**src/rtl/lsu_pkg.sv**
```systemverilog
// lsu_pkg: shared definitions for the load/store sequencer.
//   - funct3 encodings for loads (LB/LH/LW/LBU/LHU) and stores (SB/SH/SW)
//   - FSM state enum (IDLE/REQ/RESP/DONE)
//   - NUM_LANES: byte lanes per data word
//   - helpers to classify an access as legal and/or misaligned
package lsu_pkg;

    localparam int NUM_LANES = 4;

    localparam logic [2:0] LB  = 3'b000;
    localparam logic [2:0] LH  = 3'b001;
    localparam logic [2:0] LW  = 3'b010;
    localparam logic [2:0] LBU = 3'b100;
    localparam logic [2:0] LHU = 3'b101;
    localparam logic [2:0] SB  = 3'b000;
    localparam logic [2:0] SH  = 3'b001;
    localparam logic [2:0] SW  = 3'b010;

    typedef enum logic [1:0] {
        IDLE = 2'd0,
        REQ  = 2'd1,
        RESP = 2'd2,
        DONE = 2'd3
    } lsu_state_e;

    // Stores only come in byte/half/word; loads add the unsigned byte/half forms.
    function automatic logic type_legal(input logic we, input logic [2:0] f3);
        if (we)
            return (f3 == SB) || (f3 == SH) || (f3 == SW);
        else
            return (f3 == LB) || (f3 == LH) || (f3 == LW) || (f3 == LBU) || (f3 == LHU);
    endfunction

    // size is funct3[1:0]: 01 = halfword, 10 = word. Byte accesses never misalign.
    function automatic logic type_misaligned(input logic [1:0] size, input logic [1:0] lo);
        case (size)
            2'b01:   return lo[0];
            2'b10:   return lo != 2'b00;
            default: return 1'b0;
        endcase
    endfunction

endpackage

```
**src/rtl/lsu_align.sv**
```systemverilog
// lsu_align: purely combinational lane logic for the load/store sequencer.
//   ls_type   in  funct3 of the access (bits [1:0] give the size)
//   addr_lo   in  low two bits of the byte address
//   wdata     in  store data (rs2)
//   bus_rdata in  raw word returned by the bus
//   be        out byte enables for the access size and offset
//   wdata_rep out store data replicated across every lane it could land in
//   rdata_ext out load data shifted down and sign/zero extended
// Address bits below the access size are ignored, so a misaligned access
// simply lands on the containing naturally-aligned lanes.
module lsu_align
    import lsu_pkg::*;
#(
    parameter int DWIDTH = 32
) (
    input  logic [2:0]           ls_type,
    input  logic [1:0]           addr_lo,
    input  logic [DWIDTH-1:0]    wdata,
    input  logic [DWIDTH-1:0]    bus_rdata,
    output logic [NUM_LANES-1:0] be,
    output logic [DWIDTH-1:0]    wdata_rep,
    output logic [DWIDTH-1:0]    rdata_ext
);

    localparam int LANE_W = DWIDTH / NUM_LANES;

    logic [1:0]          size;
    logic [LANE_W-1:0]   ld_byte;
    logic [2*LANE_W-1:0] ld_half;
    logic                sign_ext;

    assign size     = ls_type[1:0];
    assign sign_ext = ~ls_type[2];

    always_comb begin
        case (size)
            2'b00:   be = 4'b0001 << addr_lo;
            2'b01:   be = 4'b0011 << {addr_lo[1], 1'b0};
            default: be = 4'b1111;
        endcase
    end

    // Each lane picks the source byte it would carry for a byte, half or word store.
    genvar gi;
    generate
        for (gi = 0; gi < NUM_LANES; gi++) begin : g_lane
            assign wdata_rep[gi*LANE_W +: LANE_W] =
                (size == 2'b00) ? wdata[LANE_W-1:0] :
                (size == 2'b01) ? wdata[(gi%2)*LANE_W +: LANE_W] :
                                  wdata[gi*LANE_W +: LANE_W];
        end
    endgenerate

    assign ld_byte = bus_rdata[addr_lo*LANE_W +: LANE_W];
    assign ld_half = bus_rdata[addr_lo[1]*2*LANE_W +: 2*LANE_W];

    always_comb begin
        case (size)
            2'b00:   rdata_ext = {{(DWIDTH-LANE_W){ld_byte[LANE_W-1] & sign_ext}}, ld_byte};
            2'b01:   rdata_ext = {{(DWIDTH-2*LANE_W){ld_half[2*LANE_W-1] & sign_ext}}, ld_half};
            default: rdata_ext = bus_rdata;
        endcase
    end

endmodule

```
**src/rtl/lsu_seq.sv**
```systemverilog
// lsu_seq: load/store sequencer between decode/execute and a handshaked
// data-memory bus. Latches the request, runs one bus transaction, stalls
// the PC meanwhile and returns extended load data in rdata.
//   clk, rst_n              clock, asynchronous active-low reset
//   mem_req/mem_we/ls_type  request from the current instruction
//   addr, wdata             ALU byte address, store data
//   stall, done, err        PC hold, completion pulse, error pulse (with done)
//   rdata                   registered load result, held until the next load
//   bus_req/we/addr/be/wdata  request channel, valid while bus_req=1
//   bus_gnt, bus_rvalid, bus_rdata  grant and read-response channel
// Optional feature: define LSU_MISALIGN_TRAP_EN to turn misaligned half/word
// accesses into an immediate error instead of a lane-truncated access.
module lsu_seq
    import lsu_pkg::*;
#(
    parameter int AWIDTH    = 32,
    parameter int DWIDTH    = 32,
    parameter int TO_CYCLES = 16
) (
    input  logic              clk,
    input  logic              rst_n,
    input  logic              mem_req,
    input  logic              mem_we,
    input  logic [2:0]        ls_type,
    input  logic [AWIDTH-1:0] addr,
    input  logic [DWIDTH-1:0] wdata,
    output logic              stall,
    output logic              done,
    output logic              err,
    output logic [DWIDTH-1:0] rdata,
    output logic              bus_req,
    output logic              bus_we,
    output logic [AWIDTH-1:0] bus_addr,
    output logic [3:0]        bus_be,
    output logic [DWIDTH-1:0] bus_wdata,
    input  logic              bus_gnt,
    input  logic              bus_rvalid,
    input  logic [DWIDTH-1:0] bus_rdata
);

    localparam int          CW      = $clog2(TO_CYCLES + 1);
    localparam logic [CW-1:0] TO_LAST = CW'(TO_CYCLES - 1);

    lsu_state_e        state_reg, state_next;
    logic              err_reg, err_next;
    logic [CW-1:0]     cnt_reg, cnt_next;
    logic [DWIDTH-1:0] rdata_reg, rdata_next;
    logic              we_reg;
    logic [2:0]        type_reg;
    logic [AWIDTH-1:0] addr_reg;
    logic [DWIDTH-1:0] wdata_reg;
    logic              latch_en;
    logic              trap;
    logic [3:0]        be_calc;
    logic [DWIDTH-1:0] wdata_calc;
    logic [DWIDTH-1:0] rdata_ext;

`ifdef LSU_MISALIGN_TRAP_EN
    assign trap = type_misaligned(ls_type[1:0], addr[1:0]);
`else
    assign trap = 1'b0;
`endif

    lsu_align #(.DWIDTH(DWIDTH)) u_align (
        .ls_type   (type_reg),
        .addr_lo   (addr_reg[1:0]),
        .wdata     (wdata_reg),
        .bus_rdata (bus_rdata),
        .be        (be_calc),
        .wdata_rep (wdata_calc),
        .rdata_ext (rdata_ext)
    );

    always_ff @(posedge clk or negedge rst_n) begin
        if (!rst_n) begin
            state_reg <= IDLE;
            err_reg   <= 1'b0;
            cnt_reg   <= '0;
            rdata_reg <= '0;
            we_reg    <= 1'b0;
            type_reg  <= 3'b000;
            addr_reg  <= '0;
            wdata_reg <= '0;
        end else begin
            state_reg <= state_next;
            err_reg   <= err_next;
            cnt_reg   <= cnt_next;
            rdata_reg <= rdata_next;
            if (latch_en) begin
                we_reg    <= mem_we;
                type_reg  <= ls_type;
                addr_reg  <= addr;
                wdata_reg <= wdata;
            end
        end
    end

    // Timeout takes priority over a load grant in the last allowed cycle so
    // the REQ+RESP budget is a hard bound; a store grant there still completes.
    always_comb begin
        state_next = state_reg;
        err_next   = err_reg;
        cnt_next   = cnt_reg;
        rdata_next = rdata_reg;
        latch_en   = 1'b0;
        case (state_reg)
            IDLE: begin
                if (mem_req) begin
                    latch_en = 1'b1;
                    cnt_next = '0;
                    if (!type_legal(mem_we, ls_type) || trap) begin
                        state_next = DONE;
                        err_next   = 1'b1;
                        if (!mem_we) rdata_next = '0;
                    end else begin
                        state_next = REQ;
                        err_next   = 1'b0;
                    end
                end
            end
            REQ: begin
                cnt_next = cnt_reg + 1'b1;
                if (bus_gnt && we_reg) begin
                    state_next = DONE;
                    err_next   = 1'b0;
                end else if (cnt_reg == TO_LAST) begin
                    state_next = DONE;
                    err_next   = 1'b1;
                    if (!we_reg) rdata_next = '0;
                end else if (bus_gnt) begin
                    state_next = RESP;
                end
            end
            RESP: begin
                cnt_next = cnt_reg + 1'b1;
                if (bus_rvalid) begin
                    state_next = DONE;
                    err_next   = 1'b0;
                    rdata_next = rdata_ext;
                end else if (cnt_reg == TO_LAST) begin
                    state_next = DONE;
                    err_next   = 1'b1;
                    rdata_next = '0;
                end
            end
            DONE: begin
                state_next = IDLE;
                err_next   = 1'b0;
            end
            default: state_next = IDLE;
        endcase
    end

    // rst_n gates stall so it drops the moment reset asserts, even with mem_req high.
    assign stall     = rst_n && (((state_reg == IDLE) && mem_req) ||
                                 (state_reg == REQ) || (state_reg == RESP));
    assign done      = (state_reg == DONE);
    assign err       = (state_reg == DONE) && err_reg;
    assign rdata     = rdata_reg;
    assign bus_req   = (state_reg == REQ);
    assign bus_we    = bus_req ? we_reg : 1'b0;
    assign bus_addr  = bus_req ? {addr_reg[AWIDTH-1:2], 2'b00} : '0;
    assign bus_be    = bus_req ? be_calc : 4'b0000;
    assign bus_wdata = bus_req ? wdata_calc : '0;

endmodule
```
**config.mk**
```make
export PLATFORM = sky130hd
export DESIGN_NAME = lsu_seq
export DESIGN_NICKNAME = d
export VERILOG_FILES = /design/src/rtl/lsu_pkg.sv /design/src/rtl/lsu_align.sv /design/src/rtl/lsu_seq.sv
export SDC_FILE = /design/constraint.sdc
export NUM_CORES = 1
export LEC_CHECK = 0
export BUFFER_PORTS_ARGS = -buffer_cell sky130_fd_sc_hd__buf_2
export CAP_MARGIN = 10
export CORE_MARGIN = 2
export CORE_UTILIZATION = 52
export CTS_CLUSTER_SIZE = 28
export DETAILED_ROUTE_END_ITERATION = 6
export MAX_ROUTING_LAYER = met4
export PLACE_DENSITY = 0.79
export SETUP_SLACK_MARGIN = 0.05
export SLEW_MARGIN = 30
export SYNTH_ARGS = -nofsm -noshare
export SYNTH_HDL_FRONTEND = slang
export SYNTH_HIERARCHICAL = 1
export SYNTH_SLANG_ARGS = --single-unit
```
**constraint.sdc**
```tcl
create_clock -name clk -period 2.9 [get_ports clk]
set_input_delay 0.435 -clock clk [delete_from_list [all_inputs] [get_ports clk]]
set_output_delay 0.435 -clock clk [all_outputs]
set_load 0.02 [all_outputs]
```
==> flow_summary.toml <==
[run_status]
status = "complete, no violations"

[pwr]
power_leakage_nw = 4.09
p_sw_frac = 0.422
seqPwrFrac = 0.305
ir_worst_vdd_mv = 0.689
p_switching_mw = 3.92
comb_power_share = 0.561
intPower_mw = 5.37
power_frac_clock = 0.134
power_density_nw_per_um2 = 1200

[run]
max_cap_violations = 0

[global_routing]
grtUsageTotal = 0.252
gr-total-overflow = 0
grt_pass1_vias = 5202
grt_pass1_wl_mm = 25.4
antenna_found_initial = 2
grt_max_degree = 73

[drt]
drt_pass1_iterations = 5
dr.first_iter.drc_count = 302
via_count = 5101
wl_mm = 16.1
drc = 0
wl_met3_mm = 1.07
routed_via_density = 5.67
detail-route-antenna-nets = 0
wl_per_cell_um = 17.8
highest_layer = "met4"
wl_met2_mm = 7.99
wl_met1_mm = 6.58

[final_layout]
nets = 858
drive_above_1_share = 0.470
syn2layout_area_growth_pct = 20.7
final_cells = 900
layout_common_cells = "buf_2 (206), dfrtp_1 (107), mux2_2 (70), and2_1 (68), mux2_4 (35)"
final_common_cell = "buf_2"

[timing]
slew_violations = 0
finalSetupTns_ps = 0
min_period_over_period = 0.911
rsz0062_at_grt = "no"
slew-limit-headroom = 0.545
tightest_slew_ps = 682
fmax_mhz = 379
min_period_ps = 2640
hold_viol_final = 0
finClkSkew_ps = 12.8
setup_viol = 0

[synth]
yosys-mux-area-fraction = 0.255
avgSynthCellArea_um2 = 11.2
synth_top_family_by_area = "multiplexers"
synth-seq-cells = 108
syn_area_um2 = 6390
yosys.area_share.simple = 0.163
synth_adder_area_share = 0.0137
synth_cells = 569
async_flop_share = 1.00
synth-edff-count = 0
synth.yosys.seq_area_share = 0.423
synth_top_flop_cell = "dfrtp_1"
yosys_warnings = 6
synth_compound_area_frac = 0.0916
ys_types = 49
synth_xor_xnor_area_share = 0

[place]
port_buffers = 207
place.gp.congestion = 0.875
post-dp-hpwl_mm = 11.7
place_inst = 882

[worst_hold_path]
hold_class = "primary input to async pin"

[clock_network]
cts_tree = "done"
clock_path_buffers = 2
clk_latency_ps = 360
htreeDepth = 3
ctsResizeCount = 0
cts.sinks = 108
clk_pin_slew_worst_paths_ps = 70
root_buffer = "clkbuf_16"
postCtsSetupRepairBufs = 0
holdBufCountCts = 0
cts_made_buffers = 9

[floorplan]
die_area_um2 = 13200
core-area_um2 = 12000
row_count = 40
boundaryPins = 210
initial_core_util = 0.532
die_x_um = 115
die_h_um = 115

[worst_setup_path]
cp_slowest_stage_delay_ps = 580
cp_max_fo = 24
slowest_stage = "dfrtp_2"
worstPathRequired_ps = 2470
cp-end-kind = "primary output"
crit_chain = "or2_1 -> mux2_2 -> and2_1 -> buf_2"
worstPathArrival_ps = 2210
worst-setup-path-type = "register to primary output"
cp-start-kind = "register"
per-layer routing:
layer	up-vias	GRT usage
met2	213	0.433
li1	2352	-
met1	2502	0.291
met3	34	0.0480
met5	-	-
met4	0	0.101
through the flow:
step                worst slack, ps  cell area (um^2)  power [mW]   util  hold WS, ps
detailed placement              460              7420        8.06  0.618          411
CTS                             251              7710        9.32  0.642         30.0
global placement                587              7420        7.86  0.618          403
floorplan                       645              6400        6.81      -          139
global route                    176              7720        9.88  0.642         48.2
finish                          259              7720        9.29  0.642         28.3
area by class of cell:
cell class                 instances  area [um^2]
multi-input combinational        400         3360
tap                              147          184
antenna                            2         5.00
fill                             964         4300
clock inverter                     6         62.6
timing repair buffer             219         1140
clock buffer                      10          229
inverter                           8         30.0
sequential                       108         2700
power groups by stage:
stage / logic, mW / registers (mW) / clock network (mW)
global route: 5.61 / 2.94 / 1.34
floorplan: 3.93 / 2.89 / 0
finish: 5.21 / 2.83 / 1.24
detailed placement: 5.20 / 2.85 / 0
CTS: 5.22 / 2.83 / 1.27
global placement: 5.07 / 2.79 / 0
cell families (layout without fill, tap and decap cells):
group                      after synthesis  in the layout
AOI/OAI and AO/OA                       78             78
adders and majority gates                7              7
buffers and inverters                   62            243
DFF                                    108            108
muxes                                  135            135
other                                    1              4
and+or+nand+nor                        178            178
cell usage after synthesis, drive strengths merged, types with 2 or more instances:
cell type,n,area share
o22a,2,0.0027
o21ai,17,0.013
mux2i,16,0.025
o21bai,4,0.0053
nor2,16,0.0098
clkbuf,21,0.012
a22oi,9,0.013
a31oi,3,0.0053
a21bo,2,0.0031
or2,3,0.0029
nor2b,22,0.022
dfrtp,108,0.42
and3,34,0.033
nand2,25,0.015
nand4,2,0.0020
o221ai,9,0.012
a21oi,3,0.0023
o311ai,2,0.0027
and2,68,0.067
buf,33,0.036
ha,7,0.014
a221o,7,0.011
o22ai,16,0.016
inv,8,0.0047
nand2b,2,0.0020
mux2,119,0.23
worst max-delay path: cells and delay by family, from the launching register on:
| family | cells | cell delay [ps] |
|---|---|---|
| flip-flops | 1 | 580 |
| multiplexers | 1 | 400 |
| AND/OR/NAND/NOR | 2 | 720 |
| buffers and inverters | 1 | 150 |
path summary, 6_finish.rpt:
kind | end | slack [ps] | from | cells after the start
setup / recovery | bus_wdata[15] | 260 | type_reg[1]$_DFFE_PN0P_ | 4
hold / removal | rdata[14]$_DFFE_PN0P_ | 30 | rst_n | 1
setup reg to reg | rdata[16]$_DFFE_PN0P_ | 450 | cnt_reg[0]$_DFFE_PN0P_ | 8
hold reg to reg | addr_reg[5]$_DFFE_PN0P_ | 490 | addr_reg[5]$_DFFE_PN0P_ | 1
max in group asynchronous | type_reg[1]$_DFFE_PN0P_ | 2000 | rst_n | 2
min in group clk | addr_reg[8]$_DFFE_PN0P_ | 290 | addr[8] | 2
No activity file was read; power rests on OpenSTA's default activity.
